File: config.mk
export PLATFORM = sky130hd
export DESIGN_NAME = lcd_bus_master
export DESIGN_NICKNAME = d
export VERILOG_FILES = /design/src/rtl/lcd_bus_master.sv
export SDC_FILE = /design/constraint.sdc
export NUM_CORES = 1
export LEC_CHECK = 0
export ABC_AREA = 1
export CORE_MARGIN = 5
export CORE_UTILIZATION = 33
export DETAILED_ROUTE_END_ITERATION = 8
export PLACE_DENSITY_LB_ADDON = 0.1
export SKIP_CTS_REPAIR_TIMING = 1
export SYNTH_ARGS = -nofsm -noshare
export SYNTH_HDL_FRONTEND = slang
export SYNTH_SLANG_ARGS = --single-unit
File: constraint.sdc
create_clock -name clk -period 2.1 [get_ports clk]
set_input_delay 0.42 -clock clk [delete_from_list [all_inputs] [get_ports clk]]
set_output_delay 0.42 -clock clk [all_outputs]
set_load 0.02 [all_outputs]
File: src/rtl/lcd_bus_master.sv
// lcd_bus_master: hardware-side initiator for the 16-bit 8080-style LCD2 bus.
// It runs the panel reset sequence after rst. It then turns each accepted
// command/data word into a timed CS/WR/RS write cycle.
// Optional feature macro: LCD_READ_EN adds RD read cycles with data capture.
// When LCD_READ_EN is undefined, cmd_rd is ignored and the read outputs are
// tied to their idle values.
// Handshake: a request transfers on any clock edge where cmd_valid and
// cmd_ready are both high. cmd_ready is high in IDLE and on the final clock
// of a bus cycle, which allows back-to-back transfers. The requester must hold
// cmd_valid and its payload until the transfer.
// FSM state is held in the 'state' signal so checkers can bind to it.
module lcd_bus_master #(
    parameter int WR_LOW_CYC   = 2,
    parameter int WR_HIGH_CYC  = 2,
    parameter int RD_LOW_CYC   = 4,
    parameter int RD_HIGH_CYC  = 4,
    parameter int RST_LOW_CYC  = 1000,
    parameter int RST_WAIT_CYC = 5000
) (
    input  logic        clk,
    input  logic        rst,
    input  logic        cmd_valid,
    output logic        cmd_ready,
    input  logic        cmd_rs,
    input  logic        cmd_rd,
    input  logic [15:0] cmd_data,
    output logic        rd_valid,
    output logic [15:0] rd_data,
    output logic        init_done,
    output logic        lcd2_cs_hw,
    output logic        lcd2_wr_hw,
    output logic        lcd2_rs_hw,
    output logic        lcd2_reset_hw,
    output logic        lcd2_rd_hw,
    output logic [15:0] lcd2_data16_hw,
    output logic        lcd2_data16_oe,
    input  logic [15:0] lcd2_data16_in
);

    typedef enum logic [2:0] {
        RST_LOW  = 3'd0,
        RST_WAIT = 3'd1,
        IDLE     = 3'd2,
        WR_LO    = 3'd3,
        WR_HI    = 3'd4,
        RD_LO    = 3'd5,
        RD_HI    = 3'd6
    } state_t;

    state_t      state;
    logic [23:0] cnt;
    logic        accept;

    assign accept = cmd_valid && cmd_ready;

`ifndef LCD_READ_EN
    // Without the read path the bus is always driven and never strobed for reads.
    logic unused_read_inputs;
    assign unused_read_inputs = ^{cmd_rd, lcd2_data16_in};
    assign lcd2_rd_hw     = 1'b1;
    assign lcd2_data16_oe = 1'b1;
    assign rd_valid       = 1'b0;
    assign rd_data        = 16'h0000;
`endif

    // Bus sequencer: one down-counter times every state; all outputs registered.
    always_ff @(posedge clk) begin
        if (rst) begin
            state          <= RST_LOW;
            cnt            <= 24'(RST_LOW_CYC - 1);
            cmd_ready      <= 1'b0;
            init_done      <= 1'b0;
            lcd2_cs_hw     <= 1'b1;
            lcd2_wr_hw     <= 1'b1;
            lcd2_rs_hw     <= 1'b0;
            lcd2_reset_hw  <= 1'b0;
            lcd2_data16_hw <= 16'h0000;
`ifdef LCD_READ_EN
            lcd2_rd_hw     <= 1'b1;
            lcd2_data16_oe <= 1'b1;
            rd_valid       <= 1'b0;
            rd_data        <= 16'h0000;
`endif
        end else begin
`ifdef LCD_READ_EN
            rd_valid <= 1'b0;
`endif
            if (accept) begin
                // New transfer: CS stays or goes low with no idle gap.
                lcd2_cs_hw     <= 1'b0;
                lcd2_rs_hw     <= cmd_rs;
                lcd2_data16_hw <= cmd_data;
                cmd_ready      <= 1'b0;
`ifdef LCD_READ_EN
                if (cmd_rd) begin
                    state          <= RD_LO;
                    cnt            <= 24'(RD_LOW_CYC - 1);
                    lcd2_rd_hw     <= 1'b0;
                    lcd2_wr_hw     <= 1'b1;
                    lcd2_data16_oe <= 1'b0;
                end else
`endif
                begin
                    state      <= WR_LO;
                    cnt        <= 24'(WR_LOW_CYC - 1);
                    lcd2_wr_hw <= 1'b0;
`ifdef LCD_READ_EN
                    lcd2_rd_hw     <= 1'b1;
                    lcd2_data16_oe <= 1'b1;
`endif
                end
            end else begin
                case (state)
                    RST_LOW: begin
                        if (cnt == 24'd0) begin
                            state         <= RST_WAIT;
                            cnt           <= 24'(RST_WAIT_CYC - 1);
                            lcd2_reset_hw <= 1'b1;
                        end else begin
                            cnt <= cnt - 24'd1;
                        end
                    end
                    RST_WAIT: begin
                        if (cnt == 24'd0) begin
                            state     <= IDLE;
                            init_done <= 1'b1;
                            cmd_ready <= 1'b1;
                        end else begin
                            cnt <= cnt - 24'd1;
                        end
                    end
                    IDLE: begin
                        lcd2_cs_hw <= 1'b1;
                        cmd_ready  <= 1'b1;
                    end
                    WR_LO: begin
                        if (cnt == 24'd0) begin
                            state      <= WR_HI;
                            cnt        <= 24'(WR_HIGH_CYC - 1);
                            lcd2_wr_hw <= 1'b1;
                            cmd_ready  <= (WR_HIGH_CYC == 1);
                        end else begin
                            cnt <= cnt - 24'd1;
                        end
                    end
                    WR_HI: begin
                        if (cnt == 24'd0) begin
                            state      <= IDLE;
                            lcd2_cs_hw <= 1'b1;
                        end else begin
                            cnt <= cnt - 24'd1;
                            if (cnt == 24'd1) cmd_ready <= 1'b1;
                        end
                    end
`ifdef LCD_READ_EN
                    RD_LO: begin
                        if (cnt == 24'd0) begin
                            state      <= RD_HI;
                            cnt        <= 24'(RD_HIGH_CYC - 1);
                            lcd2_rd_hw <= 1'b1;
                            rd_valid   <= 1'b1;
                            rd_data    <= lcd2_data16_in;
                            cmd_ready  <= (RD_HIGH_CYC == 1);
                        end else begin
                            cnt <= cnt - 24'd1;
                        end
                    end
                    RD_HI: begin
                        if (cnt == 24'd0) begin
                            state          <= IDLE;
                            lcd2_cs_hw     <= 1'b1;
                            lcd2_data16_oe <= 1'b1;
                        end else begin
                            cnt <= cnt - 24'd1;
                            if (cnt == 24'd1) cmd_ready <= 1'b1;
                        end
                    end
`endif
                    default: begin
                        state <= RST_LOW;
                        cnt   <= 24'(RST_LOW_CYC - 1);
                    end
                endcase
            end
        end
    end

endmodule

### Yosys cells after proc, flatten, opt, wreduce, memory -nomap -nowiden

Index checks and enable logic that the tools add are counted.

* mux-type cells: 19
* equal/unequal tests: 18
* bitwise gates (word level): 2
* reductions and logical operators: 18
* add/sub/neg operators: 1

Operators with widths (number)
* $pmux W24 S4: 1
* $mux W24: 3
* $eq A24 B1 Y1 const B: 1
* $logic_not A24 Y1: 1
* $sub A24 B1 Y24 const B: 1
* $ne A2 B2 Y1 const B: 7
* $ne A3 B3 Y1 const B: 4
* $pmux W3 S4: 1
* $mux W10: 1
* $mux W3: 3
* $reduce_and A2 Y1: 4
* $reduce_and A4 Y1: 2
* $mux W1: 7
* $eq A3 B2 Y1 const B: 2
* $reduce_and A3 Y1: 2
* $reduce_and A5 Y1: 1
* $pmux W1 S4: 1
* $reduce_bool A2 Y1: 2
* $reduce_bool A4 Y1: 1
* $reduce_or A2 Y1: 2
* $eq A3 B1 Y1 const B: 1
* $eq A3 B3 Y1 const B: 1
* $logic_not A3 Y1: 1
* $ne A3 B1 Y1 const B: 1
* 6 further kinds: 7

* register bits after elaboration: 49
* output and inout port bits: 41
* input port bits: 37

### Logic depth before layout (Yosys ltp)

Gate-level depths: netlist (run 1).

* depth in word-level cells: 4
* depth in mapped cells: 11

### Worst setup path before layout (run 1)

No wires, ideal clock.

* path type: reg2reg
* from: register cnt[0]
* to: register cnt[13]
* stages on the path, launching flop included: 12
* buffers on the path: 0
* clock period less this slack: 1.565 ns
* arrival time: 1.447 ns
* slack: 0.535 ns
* required time: 1.982 ns
* cells stage by stage: dfxtp_1 inv_1 ha_1 nand2_2 nor2_8 nand3_4 nand2_1 nand3_1 nand2_2 inv_2 nand2_1 nor2_1

* cells in the longest elaborated chain, start to end: 3
* elaborated cells between the ends (all ways): 8
* those cells by class: add/sub: 1; eq/ne: 1; mux: 4; reduce/logical: 2

Ends and longest elaborated chain
* start: declaration: line 51 `logic [23:0] cnt;`
* start signal: assignment: line 70 `cnt <= 24'(RST_LOW_CYC - 1);`
* start signal: assignment: line 105 `cnt <= 24'(WR_LOW_CYC - 1);`
* start signal: assignment: line 117 `cnt <= 24'(RST_WAIT_CYC - 1);`
* $sub A24 B1 Y24 / $logic_not A24 Y1 (equally long branches)
* $mux W24, or another cell as far along: line 124, 147
* $pmux W24 S4 / $reduce_and A2 Y1 (equally long branches)

Parallel ways exist; a longest one is shown, timed or not. The select of a mux whose other input is x is not followed.
A chain may end at the register's enable or synchronous reset.

### Final worst setup path (run 1)

* from: register cnt[0]
* to: register cnt[14]

The elaborated chain is that of the path after synthesis.

==> results of run 1 <==
==> worst max-delay path, delay by kind of cell, from the launching register on <==
kind / cells / cell delay, ns
buf+inv: 2 / 0.26
flops: 1 / 0.34
simple gates: 8 / 0.99
fa+ha+maj: 1 / 0.21
==> registers in the layout, summed over array words and instances, names as in the netlist <==
signal,count
cmd_ready,1
cnt,24
init_done,1
lcd2_cs_hw,1
lcd2_data16_hw,16
lcd2_reset_hw,1
lcd2_rs_hw,1
lcd2_wr_hw,1
state,3
==> per-layer routing <==
metal	GRT usage (%)	routed length (um)	share of wire (%)	vias up
li1	-	-	-	1323
met1	17.3	3040	47	1100
met2	22.7	2950	46	50
met3	4.66	416	6.4	5
met4	3.11	49	0.76	0
met5	0	0	0	-
==> power groups by stage <==
stage                     clock network, mW  registers (mW)  logic [mW]
after detailed placement                  0            1.23        1.09
after CTS                             0.597            1.21        1.10
final                                 0.569            1.21        1.09
after global placement                    0            1.23        1.09
after global routing                  0.634            1.24        1.24
after floorplan                           0            1.29       0.688
==> path summary, 6_finish.rpt <==
path,endpoint,start,slack (ns),depth (start not counted)
setup / recovery,cnt[14]$_SDFFE_PP0P_,cnt[0]$_SDFFE_PP1P_,0.26,11
hold / removal,cmd_ready$_SDFFE_PP0P_,cmd_ready$_SDFFE_PP0P_,0.48,2
setup reg to reg,cnt[14]$_SDFFE_PP0P_,cnt[0]$_SDFFE_PP1P_,0.26,11
hold reg to reg,cmd_ready$_SDFFE_PP0P_,cmd_ready$_SDFFE_PP0P_,0.48,2
==> logic make-up after synthesis <==
| group | synth area share (%) |
|---|---|
| buf+inv | 12.1 |
| simple gates | 36.9 |
| flops | 36.6 |
| xor+xnor | 2.62 |
| compound gates | 10.6 |
| other cells | 0.280 |
| fa+ha+maj | 0.934 |
==> cells in the final DEF, fill, tap and decap left out, types with 2 or more instances in the layout <==
cell type and instances:
nor2_2 5, xor2_1 3, inv_2 3, o21ai_1 5, o21ai_0 29, nor2_1 92, ha_1 2, clkdlybuf4s50_1 41
a21oi_1 8, nand2_2 2, conb_1 19, nand4_1 4, o21bai_1 3, clkbuf_8 5, clkinvlp_4 2, inv_1 34
buf_4 7, dfxtp_1 49, nand3_1 24, nor2_4 2, nor3_1 3, o211ai_1 2, a31oi_1 3, xnor2_1 5
nand2_1 86
==> metrics by stage <==
step	util (%)	instances
2_1_floorplan	-	420
3_3_place_gp	40.3	543
5_1_grt	41.6	551
4_1_cts	41.5	551
6_report	41.6	551
3_5_place_dp	40.3	543
==> final cells by class <==
class / instances / area [sq um]
clock buffer: 6 / 72.6
clock inverter: 2 / 15.0
tap: 102 / 128
multi-input combinational: 307 / 1450
sequential: 49 / 981
timing repair buffer: 48 / 463
fill: 870 / 4560
inverter: 37 / 139
==> synth_stat cells (2+ instances only) <==
cell type,instances,area share [%]
a21oi_1,8,1.5
a31oi_1,3,0.70
buf_4,20,5.6
clkbuf_1,6,0.84
conb_1,2,0.28
dfxtp_1,49,37
ha_1,2,0.93
inv_1,34,4.8
inv_2,3,0.42
nand2_1,86,12
nand2_2,2,0.47
nand3_1,24,4.5
nand4_1,4,0.93
nor2_1,93,13
nor2_2,4,0.93
nor2_4,2,0.84
nor3_1,3,0.56
o211ai_1,2,0.56
o21ai_0,29,5.4
o21ai_1,5,0.93
o21bai_1,3,0.84
xnor2_1,5,1.6
xor2_1,3,0.98
==> metrics.csv, run 1 <==
stage;metric;value;unit
outcome;status;complete, no violations;
final_layout;antennaDiodeCount;0;
clocking;cts-root-buf;clkbuf_8;
clocking;insertion_delay;0.30;ns
synthesis;syn_area_per_cell;6.65;sq um
drt;wl;6.46;mm
floorplan;die_area;10000;sq um
setup_path;critPathCaptureType;register;
place;place_congestion;0.813;
synthesis;synth_flop_cell;dfxtp_1;
clocking;htreeDepth;2;
setup_path;path_max_fanout;15;
clocking;cts.clk_slew.worst_paths;0.10;ns
clocking;cts_tree;yes;
sta;hold_violations;0;
clocking;clock-sinks;49;
sta;slew_viol_final;0;
drt;num_vias;2478;
synthesis;yosys_warnings;0;
place;placed_area;3150;sq um
sta;timing.hold.ws;0.484;ns
final_layout;drive_above_1_share;6.90;%
sta;finClkSkew;0.00703;ns
global_routing;grt_max_degree;25;
global_routing;track_usage;13.7;%
power;power_density;883;nW/um^2
floorplan;core_area;7810;sq um
final_layout;syn_to_final_growth;21.3;%
synthesis;synth_cell_type_count;34;
place;pre_cts_ws;0.199;ns
sta;min_period;1.84;ns
drt;drc;0;
power;vdd_ir_drop_max;0.390;mV
sta;tns;0;ns
floorplan;num_rows;32;
sta;rsz0062_at_grt;no;
run;maxCapViolCount;0;
worst_hold_path;hold_path_class;register to register;
power;sequentialPowerShare;42.2;%
global_routing;grt_pass1_vias;2453;
setup_path;worstPathArrival;2.09;ns
setup_path;startpoint_type;register;
floorplan;pin_count;78;
power;intPower;1.75;mW
setup_path;crit_chain;inv_1 -> ha_1 -> nand2_2 -> nor2_8 -> nand4_4 -> nand2_8 -> buf_4 -> nor2_1 -> nand2_1 -> nand2_1 -> nor2_1;
drt;drt_iter0_drc;77;
synthesis;yosysSeqAreaShare;36.6;%
place;dp_hpwl;4.95;mm
floorplan;fp.dieH;100;um
synthesis;ys_async_sr_fraction;0;%
global_routing;antenna_found_initial;0;
final_layout;fin_nets;487;
drt;postRouteAntennaNets;0;
synthesis;synth_cells;403;
final_layout;final_cell_area;3250;sq um
power;power.share.clock;19.9;%
floorplan;die_w;100;um
power;comb_power_share;38.0;%
setup_path;critPathMaxStageDelay;0.34;ns
sta;setup-violations-final;0;
setup_path;crit_type;register to register;
synthesis;synth_edf_count;0;
setup_path;crit_required;2.34;ns
power;p_leak;1.42;nW
drt;wl_per_cell;11.7;um
drt;drt-vias-per-instance;4.50;
global_routing;grt-ovfl-total;0;
synthesis;syn_area;2680;sq um
power;finalPower;2.87;mW
drt;dr.pass1.iters;4;
power;power.switching;1.12;mW
power;swShare;39.1;%
clocking;cts_inserted_buffers;5;
place;io_buffers;41;
floorplan;start_util;34.3;%
setup_path;critPathSlowestCell;dfxtp_1;
sta;layout_setup_ws;0.255;ns
global_routing;grt_pass1_wl;11.3;mm
sta;fmax;542;MHz
sta;post-route-period-util;87.8;%
synthesis;synth_seq_cells;49;
clocking;cts_max_path_buffers;2;
(Power assumes the default switching activity.)
==> inputs of run 2 (changes only) <==
==> constraint.sdc (replaced) <==
create_clock -name clk -period 1.65 [get_ports clk]
set_input_delay 0.33 -clock clk [delete_from_list [all_inputs] [get_ports clk]]
set_output_delay 0.33 -clock clk [all_outputs]
set_load 0.02 [all_outputs]
==> run 2 against run 1 <==
- clock skew rose by 0.0046 ns
- cell count rose by 7.8%
- utilization rose by 7.9 points
- sequential power rose by 27%
- sequential cell count did not move
- register-to-register slack got worse by 0.18 ns
- clock power rose by 56%
- combinational power rose by 73%
- total power rose by 51%
- first-iteration DRC count rose by 30%
- die area did not move
- global-route usage rose by 0.81 points
==> metrics.csv, run 2 (synthesis gave the netlist of run 1 again) <==
stage;metric;value;unit;change
setup_path;critPathSlowestCell;clkdlybuf4s50_1;;was dfxtp_1
clocking;cts_inserted_buffers;5;;unchanged
place;dp_hpwl;5.24;mm;was 4.95 mm
clocking;htreeDepth;2;;unchanged
global_routing;grt-ovfl-total;0;;unchanged
outcome;status;complete, no violations;;unchanged
setup_path;cpLargestDelayFamily;buffers and inverters;;was simple AND/OR/NAND/NOR gates
global_routing;antenna_found_initial;0;;unchanged
power;p_leak;1.77;nW;was 1.42 nW
worst_hold_path;hold_path_class;register to register;;unchanged
global_routing;grt_pass1_wl;12.0;mm;was 11.3 mm
drt;drt-vias-per-instance;4.40;;was 4.50
sta;timing.hold.ws;0.486;ns;was 0.484 ns
place;dp.cells;581;;was 543
setup_path;reg2reg_setup_slack;0.08;ns;was 0.26 ns
setup_path;critPathMaxStageDelay;0.61;ns;was 0.34 ns
floorplan;die_w;100;um;unchanged
setup_path;crit_chain;clkdlybuf4s50_1;;was inv_1 -> ha_1 -> nand2_2 -> nor2_8 -> nand4_4 -> nand2_8 -> buf_4 -> nor2_1 -> nand2_1 -> nand2_1 -> nor2_1
drt;num_vias;2615;;was 2478
setup_path;startpoint_type;register;;unchanged
floorplan;pin_count;78;;unchanged
sta;slew_viol_final;0;;unchanged
clocking;cts.clk_slew.worst_paths;0.10;ns;about the same
drt;postRouteAntennaNets;0;;unchanged
place;place_congestion;0.836;;was 0.813
final_layout;top_regs;cnt (24), lcd2_data16_hw (16), state (3);;unchanged
setup_path;crit_required;1.32;ns;was 2.34 ns
place;placed_area;3460;sq um;was 3150 sq um
sta;post-route-period-util;96.5;%;
setup_path;worstPathArrival;1.26;ns;was 2.09 ns
setup_path;r2r_start;cnt[9]$_SDFFE_PP1P_;;was cnt[0]$_SDFFE_PP1P_
sta;hold_violations;0;;unchanged
setup_path;critPathCaptureType;output pin;;was register
floorplan;start_util;34.3;%;unchanged
final_layout;stdcell_count;594;;was 551
global_routing;track_usage;14.5;%;was 13.7%
sta;setup-violations-final;0;;unchanged
power;power_density;1120;nW/um^2;was 883 nW/um^2
setup_path;path_buf_inv;1;;was 2
worst_hold_path;min_to;cmd_ready$_SDFFE_PP0P_;;unchanged
sta;finClkSkew;0.0117;ns;was 0.00703 ns
drt;dr.pass1.iters;4;;unchanged
sta;rsz0062_at_grt;yes;;was no
final_layout;final_common_cell;nand2_1;;was nor2_1
drt;drc;0;;unchanged
clocking;cts_max_path_buffers;2;;unchanged
drt;wl;7.11;mm;was 6.46 mm
clocking;insertion_delay;0.31;ns;was 0.30 ns
floorplan;die_area;10000;sq um;unchanged
setup_path;reg2reg_to;cnt[11]$_SDFFE_PP0P_;;was cnt[14]$_SDFFE_PP0P_
sta;fmax;628;MHz;
setup_path;path_max_fanout;2;;was 15
final_layout;syn_to_final_growth;44.2;%;was 21.3%
drt;drt_iter0_drc;100;;was 77
global_routing;grt_pass1_vias;2639;;was 2453
clocking;clock-sinks;49;;unchanged
clocking;cts_tree;yes;;unchanged
global_routing;grt_max_degree;25;;unchanged
final_layout;antennaDiodeCount;0;;unchanged
floorplan;core_area;7810;sq um;unchanged
setup_path;crit_type;register to output pin;;was register to register
worst_hold_path;hold_depth;2;;unchanged
final_layout;layout_common_cells;nand2_1 (76), nor2_1 (73), buf_4 (44);;was nor2_1 (92), nand2_1 (86), dfxtp_1 (49)
run;maxCapViolCount;0;;unchanged
place;io_buffers;41;;unchanged
sta;tns;0;ns;unchanged
sta;min_period;1.59;ns;
setup_path;reg2reg_depth;10;;was 11
worst_hold_path;hold_start;cmd_ready$_SDFFE_PP0P_;;unchanged
final_layout;max_flop_register;cnt;;unchanged
final_layout;drive_above_1_share;25.6;%;was 6.90%
power;vdd_ir_drop_max;0.544;mV;was 0.390 mV
final_layout;largest_register_ffs;24;;unchanged
final_layout;fin_nets;530;;was 487
floorplan;num_rows;32;;unchanged
floorplan;fp.dieH;100;um;unchanged
final_layout;final_util;49.5;%;was 41.6%
drt;wl_per_cell;12.0;um;was 11.7 um
final_layout;final_cell_area;3860;sq um;was 3250 sq um
clocking;cts-root-buf;clkbuf_8;;unchanged
[run 2: changes by cell type in the layout (fill, tap and decap cells not counted), sizes merged, moves of 2 or more]
cell	before	now
clkinvlp	2	0
buf	7	48
dlymetal6s2s	0	3
clkdlybuf4s50	41	38
[run 2: metal layers]
layer / up-vias / track usage (%) / part of all wire, %
met2: 62 / 24.2 / 46
li1: 1408 / - / -
met1: 1141 / 18.5 / 47
met3: 4 / 4.31 / 6.5
met5: - / 0 / 0
met4: 0 / 3.32 / 0.77
[run 2: where the power goes]
group | internal (mW) | leakage [nW] | total [mW] | switching (mW)
clock | 0.456 | 0.0554 | 0.890 | 0.434
sequential | 1.39 | 0.402 | 1.54 | 0.152
combinational | 0.840 | 1.31 | 1.89 | 1.05
total | 2.68 | 1.77 | 4.32 | 1.63
[run 2: through the flow]
step                      total power [mW]  worst slack (ns)
after global routing                  4.63           -0.0616
after floorplan                       2.52            0.0847
after CTS                             4.13          -0.00591
final                                 4.32            0.0581
after global placement                3.21            0.0227
after detailed placement              3.23          -0.00234
[run 2: layout make-up]
type                            count  area, sq um
Fill cell                         808         3950
Multi-Input combinational cell    308         1640
Sequential cell                    49         1010
Timing Repair Buffer               90          836
Inverter                           37          141
Tap cell                          102          128
Clock buffer                        6         72.6
Clock inverter                      2         38.8
[run 2: worst max-delay path by stage]
stage                              startpoint                    to  cells after the start
2_1_floorplan             cnt[0]$_SDFFE_PP1P_  cnt[13]$_SDFFE_PP0P_                     11
3_3_place_gp              cnt[6]$_SDFFE_PP1P_  cnt[13]$_SDFFE_PP0P_                     10
3_5_place_dp                        cmd_valid  cnt[23]$_SDFFE_PP0P_                      8
4_1_cts                cmd_ready$_SDFFE_PP0P_             cmd_ready                      1
5_1_grt                  cnt[22]$_SDFFE_PP0P_  cnt[11]$_SDFFE_PP0P_                     10
6_report       lcd2_data16_hw[5]$_SDFFE_PP0P_     lcd2_data16_hw[5]                      1
